**src/rtl/tipi_link_fifo.sv**
```systemverilog
// TI<->RPi mailbox: NUM_CH channels, each with a DEPTH-entry TI->RPi FIFO and an RPi->TI
// receive register, driven on the RPi side by a synchronised serial shift/latch protocol.
module tipi_link_fifo #(
  parameter int DATA_W      = 8,
  parameter int NUM_CH      = 2,
  parameter int CH_W        = 1,
  parameter int DEPTH       = 4,
  parameter int SYNC_STAGES = 2
) (
  input  logic              clk,
  input  logic              reset_n,
  input  logic              enable,
  input  logic              ti_wr_stb,
  input  logic              ti_rd_stb,
  input  logic [CH_W-1:0]   ti_ch,
  input  logic [DATA_W-1:0] ti_din,
  output logic [DATA_W-1:0] ti_dout,
  output logic [NUM_CH-1:0] t_full,
  output logic [NUM_CH-1:0] t_empty,
  output logic [NUM_CH-1:0] r_valid,
  input  logic              r_clk,
  input  logic              r_le,
  input  logic              r_rt,
  input  logic [CH_W-1:0]   r_ch,
  input  logic              r_dout,
  output logic              r_din
);

  localparam int AW = $clog2(DEPTH);
  localparam int CW = AW + 1;
  localparam int SW = CH_W + 4;
  localparam logic [CW-1:0] DEPTH_C = CW'(DEPTH);

  // All RPi pins travel through one shared chain so they stay mutually aligned.
  logic [SYNC_STAGES-1:0][SW-1:0] sync_q, sync_d;
  logic [SW-1:0]   pins_s;
  logic            clk_prev_q, le_prev_q;
  logic            s_clk, s_le, s_rt, s_dout;
  logic [CH_W-1:0] s_ch;
  logic            le_rise, clk_rise;

  always_comb begin
    sync_d    = sync_q;
    sync_d[0] = {r_clk, r_le, r_rt, r_ch, r_dout};
    for (int i = 1; i < SYNC_STAGES; i++) begin
      sync_d[i] = sync_q[i-1];
    end
  end

  always_ff @(posedge clk or negedge reset_n) begin
    if (!reset_n) begin
      sync_q     <= '0;
      clk_prev_q <= 1'b0;
      le_prev_q  <= 1'b0;
    end else begin
      sync_q     <= sync_d;
      clk_prev_q <= s_clk;
      le_prev_q  <= s_le;
    end
  end

  assign pins_s   = sync_q[SYNC_STAGES-1];
  assign s_clk    = pins_s[CH_W+3];
  assign s_le     = pins_s[CH_W+2];
  assign s_rt     = pins_s[CH_W+1];
  assign s_ch     = pins_s[CH_W:1];
  assign s_dout   = pins_s[0];
  assign le_rise  = s_le & ~le_prev_q;
  assign clk_rise = s_clk & ~clk_prev_q & ~s_le;

  logic [NUM_CH-1:0]             push, pop, latch;
  logic [NUM_CH-1:0]             full_d, empty_d;
  logic [NUM_CH-1:0][DATA_W-1:0] load_val;

  for (genvar gi = 0; gi < NUM_CH; gi++) begin : g_ch
    localparam logic [CH_W-1:0] CH_ID = CH_W'(gi);

    logic [DATA_W-1:0] mem_q [DEPTH];
    logic [AW-1:0]     rd_ptr_q, rd_ptr_d, wr_ptr_q, wr_ptr_d;
    logic [CW-1:0]     count_q, count_d;
    logic [DATA_W-1:0] last_q, last_d, head;
    logic              sel_r, sel_t;

    assign sel_r = (s_ch == CH_ID);
    assign sel_t = (ti_ch == CH_ID);
    assign head  = mem_q[rd_ptr_q];

    // A pop on a full FIFO frees the slot a same-cycle push needs.
    assign pop[gi]      = enable & le_rise & s_rt & sel_r & (count_q != '0);
    assign push[gi]     = enable & ti_wr_stb & sel_t & ((count_q != DEPTH_C) | pop[gi]);
    assign latch[gi]    = enable & le_rise & ~s_rt & sel_r;
    assign load_val[gi] = pop[gi] ? head : last_q;

    always_comb begin
      rd_ptr_d = rd_ptr_q;
      wr_ptr_d = wr_ptr_q;
      count_d  = count_q;
      last_d   = last_q;
      if (!enable) begin
        rd_ptr_d = '0;
        wr_ptr_d = '0;
        count_d  = '0;
        last_d   = '0;
      end else begin
        if (pop[gi]) begin
          rd_ptr_d = rd_ptr_q + AW'(1);
          last_d   = head;
        end
        if (push[gi]) begin
          wr_ptr_d = wr_ptr_q + AW'(1);
        end
        if (push[gi] && !pop[gi]) begin
          count_d = count_q + CW'(1);
        end else if (pop[gi] && !push[gi]) begin
          count_d = count_q - CW'(1);
        end
      end
    end

    assign full_d[gi]  = (count_d == DEPTH_C);
    assign empty_d[gi] = (count_d == '0);

    always_ff @(posedge clk or negedge reset_n) begin
      if (!reset_n) begin
        rd_ptr_q <= '0;
        wr_ptr_q <= '0;
        count_q  <= '0;
        last_q   <= '0;
      end else begin
        rd_ptr_q <= rd_ptr_d;
        wr_ptr_q <= wr_ptr_d;
        count_q  <= count_d;
        last_q   <= last_d;
      end
    end

    always_ff @(posedge clk) begin
      if (push[gi]) begin
        mem_q[wr_ptr_q] <= ti_din;
      end
    end
  end

  logic [DATA_W-1:0]             tx_shift_q, tx_shift_d;
  logic [DATA_W-1:0]             rx_shift_q, rx_shift_d;
  logic [NUM_CH-1:0][DATA_W-1:0] rx_reg_q, rx_reg_d;
  logic [NUM_CH-1:0]             r_valid_q, r_valid_d;
  logic [NUM_CH-1:0]             t_full_q, t_empty_q;
  logic [DATA_W-1:0]             ti_dout_q, ti_dout_d;
  logic                          r_din_q, r_din_d;

  always_comb begin
    tx_shift_d = tx_shift_q;
    rx_shift_d = rx_shift_q;
    rx_reg_d   = rx_reg_q;
    r_valid_d  = r_valid_q;
    r_din_d    = r_din_q;
    ti_dout_d  = '0;
    if (!enable) begin
      rx_reg_d  = '0;
      r_valid_d = '0;
    end else begin
      if (clk_rise) begin
        if (s_rt) begin
          tx_shift_d = {tx_shift_q[DATA_W-2:0], 1'b0};
          r_din_d    = tx_shift_q[DATA_W-2];
        end else begin
          rx_shift_d = {rx_shift_q[DATA_W-2:0], s_dout};
          r_din_d    = ^{rx_shift_q[DATA_W-2:0], s_dout};
        end
      end
      for (int ch = 0; ch < NUM_CH; ch++) begin
        if (le_rise && s_rt && (s_ch == CH_W'(ch))) begin
          tx_shift_d = load_val[ch];
          r_din_d    = load_val[ch][DATA_W-1];
        end
        // Latch is applied after the read clear so a coincident latch keeps r_valid set.
        if (ti_rd_stb && (ti_ch == CH_W'(ch))) begin
          r_valid_d[ch] = 1'b0;
        end
        if (latch[ch]) begin
          rx_reg_d[ch]  = rx_shift_q;
          r_valid_d[ch] = 1'b1;
        end
      end
    end
    for (int ch = 0; ch < NUM_CH; ch++) begin
      if (ti_ch == CH_W'(ch)) begin
        ti_dout_d = rx_reg_q[ch];
      end
    end
  end

  always_ff @(posedge clk or negedge reset_n) begin
    if (!reset_n) begin
      tx_shift_q <= '0;
      rx_shift_q <= '0;
      rx_reg_q   <= '0;
      r_valid_q  <= '0;
      t_full_q   <= '0;
      t_empty_q  <= '1;
      ti_dout_q  <= '0;
      r_din_q    <= 1'b0;
    end else begin
      tx_shift_q <= tx_shift_d;
      rx_shift_q <= rx_shift_d;
      rx_reg_q   <= rx_reg_d;
      r_valid_q  <= r_valid_d;
      t_full_q   <= full_d;
      t_empty_q  <= empty_d;
      ti_dout_q  <= ti_dout_d;
      r_din_q    <= r_din_d;
    end
  end

  assign ti_dout = ti_dout_q;
  assign t_full  = t_full_q;
  assign t_empty = t_empty_q;
  assign r_valid = r_valid_q;
  assign r_din   = r_din_q;

endmodule

```
**config.mk**
```make
export PLATFORM = sky130hd
export DESIGN_NAME = tipi_link_fifo
export DESIGN_NICKNAME = d
export VERILOG_FILES = /design/src/rtl/tipi_link_fifo.sv
export SDC_FILE = /design/constraint.sdc
export NUM_CORES = 1
export LEC_CHECK = 0
export ABC_AREA = 0
export CELL_PAD_IN_SITES_DETAIL_PLACEMENT = 0
export CELL_PAD_IN_SITES_GLOBAL_PLACEMENT = 1
export CORE_ASPECT_RATIO = 0.9
export CORE_UTILIZATION = 52
export CTS_BUF_LIST = sky130_fd_sc_hd__clkbuf_4
export DETAILED_ROUTE_END_ITERATION = 7
export HOLD_SLACK_MARGIN = 0.05
export PLACE_DENSITY = 0.81
export REMOVE_ABC_BUFFERS = 1
export SYNTH_ARGS = -nofsm -noshare
export SYNTH_HDL_FRONTEND = slang
export SYNTH_SLANG_ARGS = --single-unit
```
**constraint.sdc**
```tcl
create_clock -name clk -period 2.86 [get_ports clk]
set_clock_uncertainty 0.05 [all_clocks]
set_input_delay 0.715 -clock clk [delete_from_list [all_inputs] [get_ports clk]]
set_output_delay 0.715 -clock clk [all_outputs]
set_load 0.02 [all_outputs]
```
==> impl_metrics.env, run 1 <==
export IMPL_outcome="finished, final reports clean"
export IMPL_synthDistinctLibCells=62
export IMPL_final_cell_mix="dfrtp_1 (86), edfxtp_1 (64), nor2_1 (48)"
export IMPL_path_max_fanout=1
export IMPL_core_rowCount=38
export IMPL_cp_top_family="buffers and inverters"
export IMPL_multi_input_area_um2=2270
export IMPL_portBuffers=33
export IMPL_clockRootBuffer="clkbuf_4"
export IMPL_die_area_um2=13100
export IMPL_grt_max_degree=51
export IMPL_die_h_um=109
export IMPL_cts_setup_buffers=0
export IMPL_dp_hpwl_um=8830
export IMPL_required_ps=2100
export IMPL_gp_congestion=0.779
export IMPL_nets=554
export IMPL_drcViolationCount=0
export IMPL_synth_seq_cells=152
export IMPL_n_antenna_cell=0
export IMPL_timing_final_crit_period_ps=2440
export IMPL_final_common_cell="dfrtp_1"
export IMPL_final_area_um2=7500
export IMPL_antenna_found_initial=0
export IMPL_syn_inst=469
export IMPL_critPathLaunchType="flop"
export IMPL_cts_buffers=17
export IMPL_netlist_area_um2=6600
export IMPL_setup_viol=0
export IMPL_dr_first_iter_drc_count=275
export IMPL_drive_gt1_share_pct=19.1
export IMPL_critPathMaxStageDelay_ps=590
export IMPL_tritoncts="built"
export IMPL_critPathKind="reg2out"
export IMPL_fin_setup_tns_ps=0
export IMPL_synth_top_area_share_pct=32.6
export IMPL_drv_slew=0
export IMPL_grt_overflow_total=0
export IMPL_power_leakage_nw=3.21
export IMPL_ys_warn_count=0
export IMPL_worstPathCellList="clkdlybuf4s50_1"
export IMPL_areaGrowthSynthToFinish_pct=13.7
export IMPL_start_util_pct=54.0
export IMPL_ir_worst_vdd_v=0.000541
export IMPL_path_clk_slew_ps=130
export IMPL_end_kind="output pin"
export IMPL_vias=3866
export IMPL_yosysSeqAreaShare_pct=62.6
export IMPL_fp_dieW_um=121
export IMPL_wire_per_inst_um=18.2
export IMPL_seqCellArea_um2=4130
export IMPL_num_io_pins=34
export IMPL_ys_flop_type="dfrtp_1"
export IMPL_rsz0062_at_grt="false"
export IMPL_finalNonFillerCells=694
export IMPL_hold_viol=0
export IMPL_ant_nets=0
export IMPL_crit_slowest_cell="clkdlybuf4s50_1"
export IMPL_max_freq_mhz=410
export IMPL_synthTopCellsByArea="dfrtp_1 (33%), edfxtp_1 (29%), mux2i_1 (5.5%), mux4_2 (5.5%), mux2_2 (2.9%)"
export IMPL_async_reset_ff_share_pct=57.9
export IMPL_grt_pass1_wl_um=20800
export IMPL_worstMarginPinSlew_ps=583
export IMPL_ctsResizeCount=0
export IMPL_hp_class="reg2reg"
export IMPL_place_inst=661
export IMPL_vias_per_cell=5.57
export IMPL_finalPower_mw=4.28
export IMPL_finalWirelength_um=12600
export IMPL_place_area_um2=7160
export IMPL_grtUsageTotal_pct=21.6
export IMPL_dr_pass1_iters=5
export IMPL_htree_levels=4
export IMPL_fin_crit_sh_pct=85.3
export IMPL_cp_arrival_ps=1670
export IMPL_p_per_area_nw_per_um2=571
export IMPL_worst_path_buf_inv=1
export IMPL_core_um2=12200
export IMPL_synth_largest_area_cell="dfrtp_1"
export IMPL_grt_pass1_vias=3954
export IMPL_synth_area_per_cell_um2=14.1
export IMPL_insertion_delay_ps=560
export IMPL_clockBufferDepth=2
export IMPL_slew_limit_headroom_pct=60.8
export IMPL_fill_cells=947
export IMPL_cts_sinks=152
export IMPL_fin_util_pct=61.4
export IMPL_drv_cap=0
export IMPL_synth_edff_count=64
cell type report:
cell class / instances / share of cell area (%)
Timing Repair Buffer: 55 / 6.94
Inverter: 15 / 0.751
Sequential cell: 152 / 55.0
Multi-Input combinational cell: 280 / 30.3
Clock buffer: 17 / 1.70
Tap cell: 160 / 2.67
Clock inverter: 15 / 2.67
registers in the layout (all words and copies together) (netlist names):
signal	cells
g_ch.mem_q	64
g_ch.last_q	16
rx_reg_q	16
rx_shift_q	8
ti_dout	8
tx_shift_q	7
g_ch.count_q	6
pins_s	5
sync_d	5
g_ch.rd_ptr_q	4
g_ch.wr_ptr_q	4
r_valid	2
t_empty	2
t_full	2
clk_prev_q	1
le_prev_q	1
r_din	1
worst register-to-register path, cell delays in order (launching register included):
cell	delay, ps
dfrtp_1	530
and4bb_1	540
a21oi_1	160
nor2_1	280
and2_1	410
through the flow:
stage / hold slack, ps / setup slack, ps
2_1_floorplan: 281 / 430
3_3_place_gp: 284 / 145
3_5_place_dp: 287 / 128
4_1_cts: 318 / 359
5_1_grt: 327 / 322
6_report: 314 / 421
report_power, final:
group / switching [mW] / internal (mW) / total [mW]
clock: 0.785 / 0.697 / 1.48
sequential: 0.0545 / 2.35 / 2.41
combinational: 0.218 / 0.171 / 0.390
logic make-up (layout without fill, tap and decap cells):
| logic type | Yosys count | in the layout | share of synthesized area [%] |
|---|---|---|---|
| AO/OA/AOI/OAI | 57 | 57 | 6.32 |
| adder cells (fa/ha/maj) | 14 | 14 | 2.66 |
| AND/OR/NAND/NOR | 126 | 126 | 9.65 |
| multiplexers | 70 | 70 | 14.1 |
| flip-flops | 152 | 152 | 62.6 |
| buffers and inverters | 37 | 102 | 3.03 |
| XOR/XNOR | 13 | 13 | 1.73 |
final timing paths:
check                      slack [ps]  depth (start not counted)                   to  startpoint
min in group asynchronous         610                          2   g_ch[1].count_q[0]     reset_n
min reg2reg                       310                          0            pins_s[1]   sync_d[6]
max in group asynchronous        1440                          3           t_empty[0]     reset_n
max reg2reg                       570                          4  g_ch[0].mem_q[0][6]   pins_s[2]
min                               310                          0            pins_s[1]   sync_d[6]
max                               420                          1           t_empty[0]  t_empty[0]
layer usage:
metal / track usage, % / vias to the layer above / wire length (µm) / part of all wire [%]
met5: 0 / - / 0 / 0
met3: 5.60 / 11 / 463 / 3.7
met4: 7.76 / 0 / 137 / 1.1
li1: - / 1818 / - / -
met2: 32.3 / 76 / 5920 / 47
met1: 30.6 / 1961 / 6090 / 48
Yosys cell counts (2+ instances only):
cell / count
and3b_1: 2
a21oi_1: 18
o211a_1: 3
xnor2_1: 7
o211ai_1: 2
buf_6: 3
nand2b_1: 2
nand3_1: 9
a22o_2: 3
and3_1: 5
nand3b_1: 3
nor2_1: 48
dfstp_2: 2
inv_1: 15
nand2_1: 29
o21ai_0: 11
edfxtp_1: 64
xor2_1: 6
nand4_1: 3
mux2_2: 17
nor3_1: 2
ha_1: 14
a211oi_1: 4
and2_1: 8
nor3b_1: 3
mux4_2: 16
a311o_1: 2
dfrtp_1: 86
clkbuf_1: 4
mux2i_1: 36
buf_2: 7
buf_1: 5
what timing repair did:
action | in CTS | in global routing
hold buffers | 1 | 0
hold endpoints to repair | 31 | 0
setup endpoints to repair | 0 | 0
Power figures use the tool's default switching activity.
==> inputs of run 2 (changes only) <==
ABC_CLOCK_PERIOD_IN_PS = 2860   (was unset)
==> results of run 2 <==
The final DEF is identical to that of run 1; final timing and power are the same.
